<file path="src/rtl/thread_fetch_pkg.sv">
// Shared types and constants for the multithreaded fetch stage and its decode interface.
package thread_fetch_pkg;

    localparam int XLEN            = 32;
    localparam int INSTR_WIDTH     = 32;
    localparam int NUM_THREADS     = 8;
    localparam int THREAD_ID_WIDTH = 3;
    localparam int FETCH_WIDTH     = XLEN + THREAD_ID_WIDTH + INSTR_WIDTH;

    localparam logic [XLEN-1:0] RESET_PC = 32'h0000_0000;

    typedef logic [THREAD_ID_WIDTH-1:0] tid_t;

    // Address tag remembered while the instruction memory read is outstanding.
    typedef struct packed {
        logic [XLEN-1:0] pc;
        tid_t            tid;
    } fetch_tag_t;

    // Field order matches the decode input bundle.
    typedef struct packed {
        logic [XLEN-1:0]        instr_pc;
        tid_t                   instr_thread_id;
        logic [INSTR_WIDTH-1:0] instr_instr;
    } fetch_out_t;

    function automatic logic [XLEN-1:0] align_word(input logic [XLEN-1:0] addr);
        return {addr[XLEN-1:2], 2'b00};
    endfunction

endpackage

</file>
<file path="src/rtl/rr_thread_arbiter.sv">
// Round-robin thread picker: combinational grant from the request mask, pointer moves on issue.
module rr_thread_arbiter
    import thread_fetch_pkg::*;
(
    input  logic                       clk,
    input  logic                       rst,
    input  logic [NUM_THREADS-1:0]     req,
    input  logic                       advance,
    output logic [NUM_THREADS-1:0]     grant,
    output logic [THREAD_ID_WIDTH-1:0] grant_tid,
    output logic                       grant_valid
);

    // Highest-priority candidate, i.e. one past the last granted thread.
    logic [THREAD_ID_WIDTH-1:0] next_ptr_q;
    logic [THREAD_ID_WIDTH-1:0] idx;

    always_comb begin
        // NOTE: every output of this block gets a default before the search, so no latch is inferred.
        grant       = '0;
        grant_tid   = '0;
        grant_valid = 1'b0;
        idx         = '0;
        // Index arithmetic wraps naturally because NUM_THREADS == 2**THREAD_ID_WIDTH.
        for (int i = 0; i < NUM_THREADS; i++) begin
            idx = next_ptr_q + THREAD_ID_WIDTH'(i);
            if (!grant_valid && req[idx]) begin
                grant_valid = 1'b1;
                grant_tid   = idx;
                grant[idx]  = 1'b1;
            end
        end
    end

    always_ff @(posedge clk) begin
        // NOTE: sequential state uses non-blocking assignments so every flop samples pre-edge values.
        if (!rst) begin
            next_ptr_q <= '0;
        end else if (advance) begin
            next_ptr_q <= grant_tid + THREAD_ID_WIDTH'(1);
        end
    end

endmodule

</file>
<file path="src/rtl/thread_fetch.sv">
// Multithreaded fetch: per-thread PCs, round-robin issue, 1-cycle imem, skid-buffered output.
module thread_fetch
    import thread_fetch_pkg::*;
(
    input  logic                       clk,
    input  logic                       rst,
    input  logic                       stall_i,
    input  logic [NUM_THREADS-1:0]     thread_en_i,
    input  logic                       redirect_valid_i,
    input  logic [THREAD_ID_WIDTH-1:0] redirect_tid_i,
    input  logic [XLEN-1:0]            redirect_pc_i,
    output logic                       imem_rd_o,
    output logic [XLEN-1:0]            imem_addr_o,
    input  logic [INSTR_WIDTH-1:0]     imem_rdata_i,
    output logic                       fetch_valid_o,
    output logic [FETCH_WIDTH-1:0]     fetch_o
);

    logic [XLEN-1:0]        pc_q [NUM_THREADS];
    fetch_tag_t             inflight_q;
    logic                   inflight_valid_q;
    fetch_out_t             skid_q;
    logic                   skid_valid_q;
    fetch_out_t             fetch_q;
    logic                   fetch_valid_q;

    logic [NUM_THREADS-1:0] grant;
    tid_t                   grant_tid;
    logic                   grant_valid;
    logic                   issue;
    logic                   issue_killed;
    logic                   inflight_live;
    logic                   skid_live;
    logic                   fetch_live;
    fetch_out_t             resp;

    rr_thread_arbiter u_arbiter (
        .clk         (clk),
        .rst         (rst),
        .req         (thread_en_i),
        .advance     (issue),
        .grant       (grant),
        .grant_tid   (grant_tid),
        .grant_valid (grant_valid)
    );

    // A redirect squashes every stage holding a packet of the redirected thread.
    always_comb begin
        issue         = rst && grant_valid && !stall_i && !skid_valid_q;
        issue_killed  = redirect_valid_i && (redirect_tid_i == grant_tid);
        inflight_live = inflight_valid_q &&
                        !(redirect_valid_i && (redirect_tid_i == inflight_q.tid));
        skid_live     = skid_valid_q &&
                        !(redirect_valid_i && (redirect_tid_i == skid_q.instr_thread_id));
        fetch_live    = fetch_valid_q &&
                        !(redirect_valid_i && (redirect_tid_i == fetch_q.instr_thread_id));
        resp          = '{instr_pc:        inflight_q.pc,
                          instr_thread_id: inflight_q.tid,
                          instr_instr:     imem_rdata_i};
    end

    assign imem_rd_o     = issue;
    assign imem_addr_o   = issue ? pc_q[grant_tid] : '0;
    assign fetch_valid_o = fetch_valid_q;
    assign fetch_o       = fetch_q;

    always_ff @(posedge clk) begin
        if (!rst) begin
            // NOTE: the PC file is a register array that must start at RESET_PC, so it is reset explicitly.
            for (int t = 0; t < NUM_THREADS; t++) begin
                pc_q[t] <= RESET_PC;
            end
            inflight_valid_q <= 1'b0;
            inflight_q       <= '0;
            skid_valid_q     <= 1'b0;
            skid_q           <= '0;
            fetch_valid_q    <= 1'b0;
            fetch_q          <= '0;
        end else begin
            // Redirect has priority over the post-issue increment of the same thread.
            for (int t = 0; t < NUM_THREADS; t++) begin
                if (redirect_valid_i && (redirect_tid_i == tid_t'(t))) begin
                    pc_q[t] <= align_word(redirect_pc_i);
                end else if (issue && grant[t]) begin
                    pc_q[t] <= pc_q[t] + XLEN'(4);
                end
            end

            inflight_valid_q <= issue && !issue_killed;
            if (issue) begin
                inflight_q <= '{pc: pc_q[grant_tid], tid: grant_tid};
            end

            if (stall_i) begin
                fetch_valid_q <= fetch_live;
                if (inflight_live) begin
                    skid_q       <= resp;
                    skid_valid_q <= 1'b1;
                end else begin
                    skid_valid_q <= skid_live;
                end
            end else if (skid_live) begin
                fetch_q       <= skid_q;
                fetch_valid_q <= 1'b1;
                skid_q        <= resp;
                skid_valid_q  <= inflight_live;
            end else begin
                fetch_valid_q <= inflight_live;
                if (inflight_live) begin
                    fetch_q <= resp;
                end
                skid_valid_q <= 1'b0;
            end
        end
    end

endmodule

</file>
<file path="config.mk">
export PLATFORM = sky130hd
export DESIGN_NAME = thread_fetch
export DESIGN_NICKNAME = d
export VERILOG_FILES = /design/src/rtl/thread_fetch_pkg.sv /design/src/rtl/rr_thread_arbiter.sv /design/src/rtl/thread_fetch.sv
export SDC_FILE = /design/constraint.sdc
export NUM_CORES = 1
export LEC_CHECK = 0
export BUFFER_PORTS_ARGS = -buffer_cell sky130_fd_sc_hd__buf_2
export CAP_MARGIN = 20
export CORE_MARGIN = 3
export CORE_UTILIZATION = 55
export CTS_CLUSTER_DIAMETER = 150
export DETAILED_ROUTE_END_ITERATION = 7
export PLACE_DENSITY = 0.77
export REMOVE_ABC_BUFFERS = 1
export SKIP_LAST_GASP = 1
export SLEW_MARGIN = 25
export SYNTH_ARGS = -nofsm -noshare
export SYNTH_HDL_FRONTEND = slang
export SYNTH_HIERARCHICAL = 1
export SYNTH_SLANG_ARGS = --single-unit
</file>
<file path="constraint.sdc">
create_clock -name clk -period 4.8 [get_ports clk]
set_clock_uncertainty 0.2 [all_clocks]
set_input_delay 0.24 -clock clk [delete_from_list [all_inputs] [get_ports clk]]
set_output_delay 0.24 -clock clk [all_outputs]
set_load 0.1 [all_outputs]
</file>
# --- Word level (Yosys, flattened, before mapping) ---
# Memory sizes are Yosys's and may differ from the RTL's.
# Cells that the tools add are included.
classes:
  n_addsub: 16
  order_cmp: 16
  eq_ne: 12
  mux: 139
  bitwise_logic: 24
  n_reduce_logical: 60
ops:
  columns: ["operator", "count"]
  rows:
  - ["$mux 32", 17]
  - ["$mux 67", 4]
  - ["$add 32x3->32 const B", 8]
  - ["$mux 1", 86]
  - ["$mux 8", 8]
  - ["$or 8x8->8", 7]
  - ["$logic_and 1x1->1", 42]
  - ["$lt 3x4->1 const B", 8]
  - ["$bmux 1 s3", 8]
  - ["$demux 1 s3", 8]
  - ["$ge 3x1->1 const B", 8]
  - ["$mux 3", 8]
  - ["$or 1x1->1", 16]
  - ["$logic_not 1->1", 13]
  - ["$add 3x3->3 const B", 4]
  - ["$eq 3x3->1", 4]
  - ["$eq 3x3->1 const B", 4]
  - ["$add 3x1->3 const B", 2]
  - ["$add 3x2->3 const B", 2]
  - ["$eq 3x2->1 const B", 2]
  - ["$reduce_and 2->1", 2]
  - ["$reduce_bool 2->1", 2]
  - ["$eq 3x1->1 const B", 1]
  - ["$logic_not 3->1", 1]
  - ["2 further kinds", 2]
word_totals:
  reg_bits: 175
  ramBits: 256
  in_bits: 79
  output_inout_bits: 101
  elab_cells: 280
  mem_count: 1
memory_table:
  columns: ["name", "words", "width", "read_ports", "rd_clocked_by_memory_dff", "wr", "line_no", "text"]
  rows:
  - ["pc_q", 8, 32, 9, 0, 8, "thread_fetch.sv:19", "logic [XLEN-1:0] pc_q [NUM_THREADS];"]

# --- Depth between registers and ports, before layout ---
# Gate-level depths: netlist (run 1).
depth:
  ltp_word: 33
  ltp_mapped: 20
  ltp_nobuf: 14

# --- Hierarchy ---
# Netlist (run 1), hierarchy kept.
by_module_without_submodules:
  columns: ["mod", "n_inst", "cells_each", "area_per_inst_um2", "seq_area_each_um2"]
  rows:
  - ["thread_fetch", 1, 2455, 22710.5, 10530.1]
  - ["rr_thread_arbiter", 1, 142, 1332.5, 60.1]

# --- Worst setup path before layout (run 1) ---
# Ideal clock, no wire load.
synth_path:
  kind: "flip-flop to flip-flop"
  from: "register u_arbiter.next_ptr_q[1]"
  to: "register inflight_q[26] (netlist name)"
  setup_time_ps: 69
  t_arrival_ps: 5756
  t_required_ps: 4531
  slack_ps: -1226
  stages_incl_launch_ff: 20
  n_path_buf: 5
  period_less_slack_ps: 6026
  path_cell_list: "dfxtp_1 buf_1 inv_1 ha_1 buf_6 clkbuf_1 mux4_2 mux2i_1 nand2_1 a31o_2 a221oi_1 a211oi_1 o22ai_1 clkbuf_1 buf_1 mux4_2 mux2i_1 nor2_1 a21oi_1 nor2b_1"
synth_via:
  word_cells_on_any_way: 57
  classes_between: "add/sub: 7; mux: 32; reduce/logical: 17; memory: 1"
synth_rtl:
  columns: ["element", "line_no", "text"]
  rows:
  - ["start: declaration", "rr_thread_arbiter.sv:15", "logic [THREAD_ID_WIDTH-1:0] next_ptr_q;"]
  - ["start signal: assignment", "rr_thread_arbiter.sv:40", "next_ptr_q <= grant_tid + THREAD_ID_WIDTH'(1);"]
  - ["branches (longest 23 deep; another with $add 3x1->3)", null, null]
  - ["$mux 3 (*)", "rr_thread_arbiter.sv:27", "if (!grant_valid && req[idx]) begin"]
  - ["via grant_tid[1]", "thread_fetch.sv:28", "tid_t grant_tid;"]
  - ["$mem_v2 8x32 (*)", null, null]
# Mark *: on every way through the listed nets, which the timed path passes. The select of a mux whose other input is x is not followed.
# A chain may end at the register's enable or synchronous reset.

# --- Final worst setup path (run 1) ---
layout_path:
  from: "register u_arbiter.next_ptr_q[1]"
  to: "output port imem_addr_o[8]"
layout_via:
  word_cells_on_any_way: 58
  classes_between: "add/sub: 7; mux: 33; reduce/logical: 17; memory: 1"
layout_rtl:
  columns: ["element", "line_no", "text"]
  rows:
  - ["branches (longest 23 deep; another with $add 3x1->3)", null, null]
  - ["$mux 3 (*)", "rr_thread_arbiter.sv:27", null]
  - ["via grant_tid[0]", "thread_fetch.sv:28", null]
  - ["$mem_v2 8x32 (*)", null, null]
  - ["$mux 32 (*)", "thread_fetch.sv:63", "assign imem_addr_o = issue ? pc_q[grant_tid] : '0;"]
  - ["end: declaration", "thread_fetch.sv:13", "output logic [XLEN-1:0] imem_addr_o,"]
# Marks and branches as above.

==> results.txt, run 1 <==
- OpenSTA, run right after detailed placement, puts the worst setup slack at -0.07386 ns.
* Layout net count: 2858
- In this run the worst path has a maximum fanout of 10.
- Total design power: 18.30 mW
- Count of max-cap constraint violations: 0
- The share of the Yosys chip area taken by registers is 44.05%.
- The congestion estimate from routability-driven global placement came to 1.015.
- Clock latency on the worst-skew pair: 0.57 ns
* Worst path setup slack after routing: -0.3264 ns
- Each instance of the synthesized netlist takes up on average 9.258 sq um.
- P_leak: 9.670 nW
* Initial core utilization: 56.43%
- The final-report hold violation count was 0.
- Measured against its own limit, the worst slew margin works out to 30.61%.
- In the post-synthesis netlist, the biggest area contributors are sky130_fd_sc_hd__edfxtp_1 30%, sky130_fd_sc_hd__dfxtp_1 14%, sky130_fd_sc_hd__nand2_1 7.4%.
* Post-route minimum period: 5.126 ns
- VDD sags by at most 0.0005340 V.
- Async SR Flop Fraction: 0%
* Number of storage elements in the synthesis netlist: 409
- Number of input and output port buffers inserted: 173
* Hold_ws: 0.03546 ns
* Most common cell in the netlist: sky130_fd_sc_hd__nand2_1
- For the worst setup path, the data arrival time is 4.69 ns.
- The post-route netlist has 17.45% of its cells at a drive strength greater than 1.
- Power per cell area: 643.0 mW/mm^2
- Worst setup slack for register-to-register paths: 0.26 ns
- During I/O placement, the number of pins put on the boundary was 180.
- Leading area contributor after synthesis: sky130_fd_sc_hd__edfxtp_1
* HPWL after detailed placement: 49490 microns
- Endpoints failing setup: 30
* Number of library cell types mapped by synthesis: 70
- For this block, the routed nets add up to 74910 microns of wire.
- The most used flip-flop cell after synthesis is sky130_fd_sc_hd__edfxtp_1.
- The worst register-to-register path ends at inflight_q[20]$_SDFFE_PN0N_.
- Pin count of the biggest net entering global routing: 153
- The first TritonRoute pass finished after 6 iterations.
- Fraction of synthesized cell area taken by the top area cell type: 29.98%
* Origin of the critical flop-to-flop path: u_arbiter/next_ptr_q[1]$_SDFFE_PN0P_
- At the pin with the least slew margin, the transition time is 1.038 ns.
- Count of inserted antenna diode cells: 0
- The cell sitting at the root of the clock tree is a sky130_fd_sc_hd__clkbuf_16.
- For the worst setup path, the data required time is 4.36 ns.
- Wire length of the first global-routing pass: 116300 microns
- Global routing used 31.14% of the available tracks across all layers.
* Critical path class: flop to primary output
* Number of clock buffers inserted by TritonCTS: 43
- The flow ran to the end, but the final reports show violations.
* Clock slew at the register clock pins of the worst setup and hold paths: 0.06 ns
- After detailed routing, the number of vias per cell comes to 6.480.
- The cell area that synthesis handed to floorplanning was 0.02404 sq mm.
* Remaining global-route overflow: 0
* Final core utilization: 66.81%
- Sinks on the clock net: 409
- The die is 215.1 microns tall.
- Overall die area: 0.04626 sq mm
- Nature of the critical path endpoint: primary output
- Core box area: 0.04260 sq mm
* Unrepaired setup endpoints after global routing: true
- Iter 0 DRT Violations: 2881
- Leading cell types by count after synthesis: 475 x sky130_fd_sc_hd__nand2_1, 298 x sky130_fd_sc_hd__o21ai_0, 240 x sky130_fd_sc_hd__edfxtp_1
* Achievable clock frequency: 0.1951 GHz
* Final number of max-transition violations: 0
- Crit share post-route: 106.8%
- Hold Crit Class: input port to flop
- Cell count after placement: 3216
* Layout-stage area growth over the synthesis result: 18.38%
- In the final layout, flip-flops and latches occupy 0.01059 sq mm.
- No sink is reached through more buffers than the 3 on the longest clock path.
- Post-route insts no fill: 3374
* TritonCTS clock tree: yes
* Layout filler cell count: 3301
- The die is 215.1 microns wide.
* Footprint of the multi-input gates: 0.01279 sq mm
* Number of cells on the worst reg-to-reg path: 18
* Antenna viol nets, final: 0
- The worst hold path passes through 3 cells.
* Worst hold start: redirect_pc_i[23]
- The number of antenna violations at the first check in global routing was 0.
* Violations in the final reports: setup timing
* Via count of the first global-routing pass: 20730
- Number of standard-cell rows in the floorplan: 75
- Worst hold path endpoint: pc_q[3][23]$_SDFFCE_PN0P_
- CTS built an H-tree with a depth of 2.
* Total via count after detailed routing: 21860
- The worst setup path is launched from a flop.
- After detailed routing, the number of remaining DRC violations is 0.
- Number of synthesized flops with an enable pin: 240
* Yosys synthesis warning count: 6
* Synthesized netlist cell count: 2597
- In the final routed layout, each cell accounts on average for 22.20 microns.
layout make-up:
type,instances,area share (%)
sequential,409,37.22
inverter,36,0.4748
timing repair buffer,323,9.755
tap,577,2.536
clock inverter,12,0.3561
clock buffer,66,4.739
multi-input combinational,1951,44.92
state kept, by name (all words and copies together), names as in the netlist:
name	flops
fetch_o	65
fetch_valid_o	1
inflight_q	33
inflight_valid_q	1
pc_q	240
skid_q	65
skid_valid_q	1
u_arbiter/next_ptr_q	3
what timing repair did:
action / CTS / global route
gates cloned: 5 / 1
setup endpoints to repair: 30 / 31
pin swaps: 9 / 1
setup buffers: 11 / 1
hold endpoints to repair: 206 / 0
hold buffers: 62 / 0
resized for setup: 104 / 25
cells by family (layout without fill, tap and decap cells):
group,Yosys count,in the layout,share of synthesized area [%]
other,1,4,0.01560
buffers and inverters,240,437,4.184
xor gates and xnor gates,238,238,8.670
and+or+nand+nor,1057,1057,21.11
DFF,409,409,44.05
muxes,129,129,9.326
AOI/OAI and AO/OA,508,508,11.87
adders and majority gates,15,15,0.7806
per-layer routing:
layer  track usage (%)  vias up  wire length (microns)
li1                  -     9773                      -
met1             41.82    10430                  28870
met2             49.22     1379                  34170
met3             5.452      287                   7735
met4             15.09        0                   4135
met5                 0        -                      0
worst max-delay path by stage:
stage                                          from  slack (ns)                          end  cells after the start
6_report       u_arbiter/next_ptr_q[1]$_SDFFE_PN0P_       -0.33               imem_addr_o[8]                     14
5_1_grt        u_arbiter/next_ptr_q[1]$_SDFFE_PN0P_       -0.38              imem_addr_o[19]                     17
4_1_cts        u_arbiter/next_ptr_q[0]$_SDFFE_PN0P_       -0.28              imem_addr_o[17]                     16
3_5_place_dp   u_arbiter/next_ptr_q[1]$_SDFFE_PN0P_       -0.07               imem_addr_o[8]                     14
3_3_place_gp   u_arbiter/next_ptr_q[0]$_SDFFE_PN0P_       -0.04              imem_addr_o[21]                     14
2_1_floorplan  u_arbiter/next_ptr_q[0]$_SDFFE_PN0P_       -6.03  inflight_q[11]$_SDFFE_PN0N_                     13
power breakdown:
group / total, mW / switching [mW] / internal, mW
Combinational: 9.89 / 5.56 / 4.34
Sequential: 4.99 / 0.622 / 4.37
Clock: 3.42 / 1.43 / 2.00
Total: 18.3 / 7.60 / 10.7
layout by cell type, fill, tap and decap left out, drive strengths merged, types with 4 or more instances in the layout:
master         n
mux2i         44
conb           4
xor2          89
nand2        475
and4          27
mux2          11
nor4          52
a21boi         4
a222oi         4
clkinv         9
buf          259
ha            15
nor2          78
a21oi         42
clkbuf        67
a31oi         66
nand2b         6
dlygate4sd3   62
o21ai        327
xnor2        149
nand3        216
edfxtp       240
nand4         58
and2          10
o211a          4
and3          31
o22ai         39
nor3          51
dfxtp        169
nor2b         37
inv           38
mux4          74
critical path, cell delays in order, from the launching register on:
cell and delay, ns:
sky130_fd_sc_hd__dfxtp_2 0.34, sky130_fd_sc_hd__inv_2 0.05, sky130_fd_sc_hd__ha_4 0.31, sky130_fd_sc_hd__mux2_4 0.32, sky130_fd_sc_hd__mux4_2 0.51, sky130_fd_sc_hd__o32a_4 0.35, sky130_fd_sc_hd__or3_4 0.34, sky130_fd_sc_hd__and4_4 0.19
sky130_fd_sc_hd__nor2_4 0.23, sky130_fd_sc_hd__buf_12 0.21, sky130_fd_sc_hd__buf_12 0.16, sky130_fd_sc_hd__mux4_2 0.55, sky130_fd_sc_hd__mux2i_2 0.28, sky130_fd_sc_hd__nor2_2 0.10, sky130_fd_sc_hd__buf_12 0.18
stage by stage:
| stage | setup TNS [ns] | cell area, sq um |
|---|---|---|
| 2_1_floorplan | -1492.51 | 23180 |
| 3_3_place_gp | -0.09303 | 25630 |
| 3_5_place_dp | -0.5099 | 25630 |
| 4_1_cts | -7.547 | 28290 |
| 5_1_grt | -10.29 | 28460 |
| 6_report | -7.708 | 28460 |
No activity file was read; power rests on OpenSTA's default activity.
==> run 2, diff against run 1 <==
Settings changed: CORE_UTILIZATION 55 to 56, PLACE_DENSITY 0.77 to 0.78, SYNTH_HIERARCHICAL 1 to not set.
==> run 2 against run 1 <==
Effect of this change:
- non-clock buffer count rose by 8
- the run now ends clean
- critical path depth decreased by 2
- cell count increased by 0.62%
- critical path type unchanged
==> results.txt, run 2 <==
- In the layout the commonest cells are 443 x sky130_fd_sc_hd__nand2_1, 240 x sky130_fd_sc_hd__edfxtp_1, 168 x sky130_fd_sc_hd__dfxtp_1.
* Tot GR Track Use: 30.20%
- Sequential fraction of the synthesis area: 43.39%
* Max-Slew Margin vs Limit: 30.20%
- 1st-pass router iterations: 6
- After detailed routing, the number of vias per cell comes to 6.378.
- After layout, the worst path uses 99.98% of the clock period.
- Clock-pin slew was measured on the worst setup and hold paths at 0.06 ns.
* Highest net fanout along the worst path: 6
- Yosys mapped a number of flops with a built-in enable equal to 240.
- Max FFs per register: 240
- Crit path max-delay cell type: sky130_fd_sc_hd__or3_1
- Of the total power, registers draw 22.1%.
- The die is 214.8 microns tall.
- Among all flip-flop cells after synthesis, the most frequent one is sky130_fd_sc_hd__edfxtp_1.
- Top cells by area, synth: sky130_fd_sc_hd__edfxtp_1 30%, sky130_fd_sc_hd__dfxtp_1 14%, sky130_fd_sc_hd__mux2i_1 10%
- In this run the number of H-tree levels came out at 2.
- In this run the critical register-to-register path is launched from u_arbiter.next_ptr_q[1]$_SDFFE_PN0P_.
- IR drop worst, VDD: 0.0009103 V
- Dpl ws: 0.07563 ns
* Async SR Flop Fraction: 0%
* Fraction of final layout cells with drive strength greater than 1: 18.81%
- The first routing iteration left 3171 violations.
* Switch share: 47.72%
* Worst r2r dst: pc_q[5][9]$_DFFE_PP_
- Power share of the combinational group: 63.3%
- The number of cells on the worst reg-to-reg path is 15.
- Achievable clock frequency: 0.2084 GHz
- Layout-stage area growth over the synthesis result: 22.89%
- Synthesized netlist cell count: 2581
- Number of clock buffers inserted by TritonCTS: 45
- The clock passes through at most 3 buffers.
- Entering global routing, the biggest net connects 84 pins.
- Clock latency on the worst-skew pair: 0.60 ns
* Post-route minimum period: 4.799 ns
- Yosys synthesis warning count: 0
- Initial core utilization: 57.41%
- Number of library cell types mapped by synthesis: 66
- The final-report hold violation count is 0.
- Most frequent cell on the critical path: sky130_fd_sc_hd__a21oi_1
* Remaining global-route overflow: 0
* Final number of max-transition violations: 0
- Leading cell types by count after synthesis: 446 x sky130_fd_sc_hd__nand2_1, 252 x sky130_fd_sc_hd__mux2i_1, 240 x sky130_fd_sc_hd__edfxtp_1
- The die covers 0.04612 sq mm.
* Worst path max stage delay: 0.60 ns
* Type of origin of the critical path: flop
- Cell area after synthesis: 0.02440 sq mm
- Endpoints failing setup: 0
- Row generation in the floorplan step produced 75 rows.
* Count of max-cap constraint violations: 0
- pc_q holds more flip-flops than any other register.
- The worst setup path is captured at a primary output.
* Req. time, crit path: 4.36 ns
* Critical path class: flop to primary output
- P_leak: 10.84 nW
- Walking the worst path, the cells encountered are inv_2 > ha_4 > mux2_2 > mux4_2 > nor3_4 > nand2_2 > or3_1 > a21oi_1 > a21oi_1 > o22ai_2 > o21a_1 > buf_12.
- The library cell used most frequently in the layout, excluding fill and tap cells, is sky130_fd_sc_hd__nand2_1.
- Worst setup slack for register-to-register paths: 0.48 ns
- Final routed wire length divided by cell count: 21.98 microns
- Worst hold path endpoint: inflight_valid_q$_SDFF_PN0_
- The tree is rooted in a sky130_fd_sc_hd__clkbuf_16.
* Switching power summed over all nets: 10.90 mW
- Worst hold start: redirect_tid_i[2]
- The path class of the tightest hold or removal check is input port to flop.
- The synthesized design devotes to its leading area cell type 29.53% of total area.
* TritonCTS clock tree: yes
- For this design the top-level I/O count stands at 180.
- Slew of the pin with the lowest slew margin: 1.047 ns
- In the routed design, unresolved DRC markers number 0.
- Share of total power in the clock network: 14.6%
- Total via count after detailed routing: 21650
* Die X: 214.8 microns
* Final TNS setup: 0 ns
- Placer's final routability congestion estimate: 0.9381
- Worst path setup slack after routing: 0.001191 ns
* Number of storage elements in the synthesis netlist: 409
* Via count of the first global-routing pass: 20530
- Power per cell area: 761.3 mW/mm^2
- Count of inserted antenna diode cells: 0
- The worst hold path was traced through 3 stages.
* Sinks on the clock net: 409
* Antenna viol nets, final: 0
- Number of input and output port buffers inserted: 173
- The number of antenna violations at the first check in global routing is 0.
- STA puts the critical path data arrival time at 4.36 ns.
- Wire length of the first global-routing pass: 113100 microns
- The flow ran to the end, and the final reports show no timing, DRC or antenna violations.
- Together, buffers and inverters on the worst path number 2.
- Core box area: 0.04251 sq mm
* Avg Cell Area, Syn: 9.456 sq um
- sky130_fd_sc_hd__nand2_1 is the most common cell in the netlist.
- The net count of the finished layout is 2881.
* Cell internal pwr: 11.93 mW
- Of all cell types, the one taking the most synthesized area is sky130_fd_sc_hd__edfxtp_1.
- Total Wirelength: 74620 microns
* HPWL after detailed placement: 48670 microns
- The kind of cell with the highest combined delay along the critical path is simple AND/OR/NAND/NOR gates.
==> run 2: logic make-up after synthesis <==
family	after synthesis	synth area share, %
flops	409	43.39
fa+ha+maj	15	0.7690
buf+inv	203	3.650
xor+xnor	241	8.649
mux	284	12.61
simple gates	902	16.67
other cells	1	0.01537
compound gates	526	14.24
==> run 2: worst max-delay path by stage <==
stage,start,to,slack (ns),cells past startpoint
6_report,u_arbiter.next_ptr_q[1]$_SDFFE_PN0P_,imem_addr_o[7],0.001,12
3_3_place_gp,u_arbiter.next_ptr_q[1]$_SDFFE_PN0P_,imem_addr_o[10],0.20,14
5_1_grt,u_arbiter.next_ptr_q[1]$_SDFFE_PN0P_,imem_addr_o[12],-0.05,17
3_5_place_dp,u_arbiter.next_ptr_q[1]$_SDFFE_PN0P_,imem_addr_o[21],0.08,13
4_1_cts,u_arbiter.next_ptr_q[1]$_SDFFE_PN0P_,imem_addr_o[26],0.03,14
2_1_floorplan,u_arbiter.next_ptr_q[0]$_SDFFE_PN0P_,imem_addr_o[23],-8.37,11
==> run 2: per-layer routing <==
| metal | vias up | track usage [%] | part of all wire [%] |
|---|---|---|---|
| li1 | 9783 | - | - |
| met1 | 10300 | 41.31 | 39 |
| met2 | 1399 | 48.58 | 46 |
| met3 | 173 | 6.243 | 12 |
| met4 | 0 | 9.293 | 3.1 |
| met5 | - | 0 | 0 |
==> run 2: timing repair <==
action	in CTS	in global routing
buffers inserted	10	8
setup endpoints to repair	30	30
gates cloned	5	5
gates resized for setup	122	106
hold buffers	68	0
pin swaps	8	8
hold endpoints to repair	295	0
==> run 2: power groups by stage <==
| stage | clock, mW | sequential (mW) | combinational, mW |
|---|---|---|---|
| after detailed placement | 0 | 5.01 | 12.1 |
| after global placement | 0 | 4.96 | 11.9 |
| after CTS | 3.35 | 4.96 | 13.2 |
| final | 3.32 | 5.05 | 14.5 |
| after floorplan | 0 | 5.44 | 6.42 |
| after global routing | 3.50 | 5.11 | 14.9 |
==> run 2: final cells by class <==
class | instances | area, sq um
Clock buffer | 71 | 1329
Sequential cell | 409 | 10590
Fill cell | 2984 | 12520
Tap cell | 577 | 721.9
Inverter | 27 | 103.9
Multi-Input combinational cell | 1973 | 14070
Clock inverter | 7 | 57.56
Timing Repair Buffer | 331 | 3113
==> run 2: metrics by stage <==
stage | std cells | util, % | hold slack [ns] | total power [mW] | cell area (sq um)
2_1_floorplan | 2408 | - | 0.1712 | 11.86 | 23630
3_3_place_gp | 3220 | 62.00 | 0.2366 | 16.89 | 26360
3_5_place_dp | 3220 | 62.01 | 0.2425 | 17.08 | 26360
4_1_cts | 3381 | 68.79 | 0.008184 | 21.52 | 29240
5_1_grt | 3395 | 70.55 | 0.05083 | 23.50 | 29990
6_report | 3395 | 70.55 | 0.03330 | 22.83 | 29990
==> run 2: worst reg2reg max path, cell delays in order, from the launching register on <==
cell and delay, ns:
sky130_fd_sc_hd__dfxtp_2 0.34, sky130_fd_sc_hd__inv_2 0.08, sky130_fd_sc_hd__ha_4 0.34, sky130_fd_sc_hd__buf_6 0.14, sky130_fd_sc_hd__buf_4 0.15, sky130_fd_sc_hd__mux2i_1 0.07
sky130_fd_sc_hd__mux4_2 0.49, sky130_fd_sc_hd__nand3_1 0.16, sky130_fd_sc_hd__buf_4 0.16, sky130_fd_sc_hd__nor3_4 0.06, sky130_fd_sc_hd__a221oi_1 0.59, sky130_fd_sc_hd__a21oi_1 0.14
sky130_fd_sc_hd__o21ai_1 0.45, sky130_fd_sc_hd__nand2b_1 0.19, sky130_fd_sc_hd__buf_4 0.33, sky130_fd_sc_hd__o21ai_0 0.17
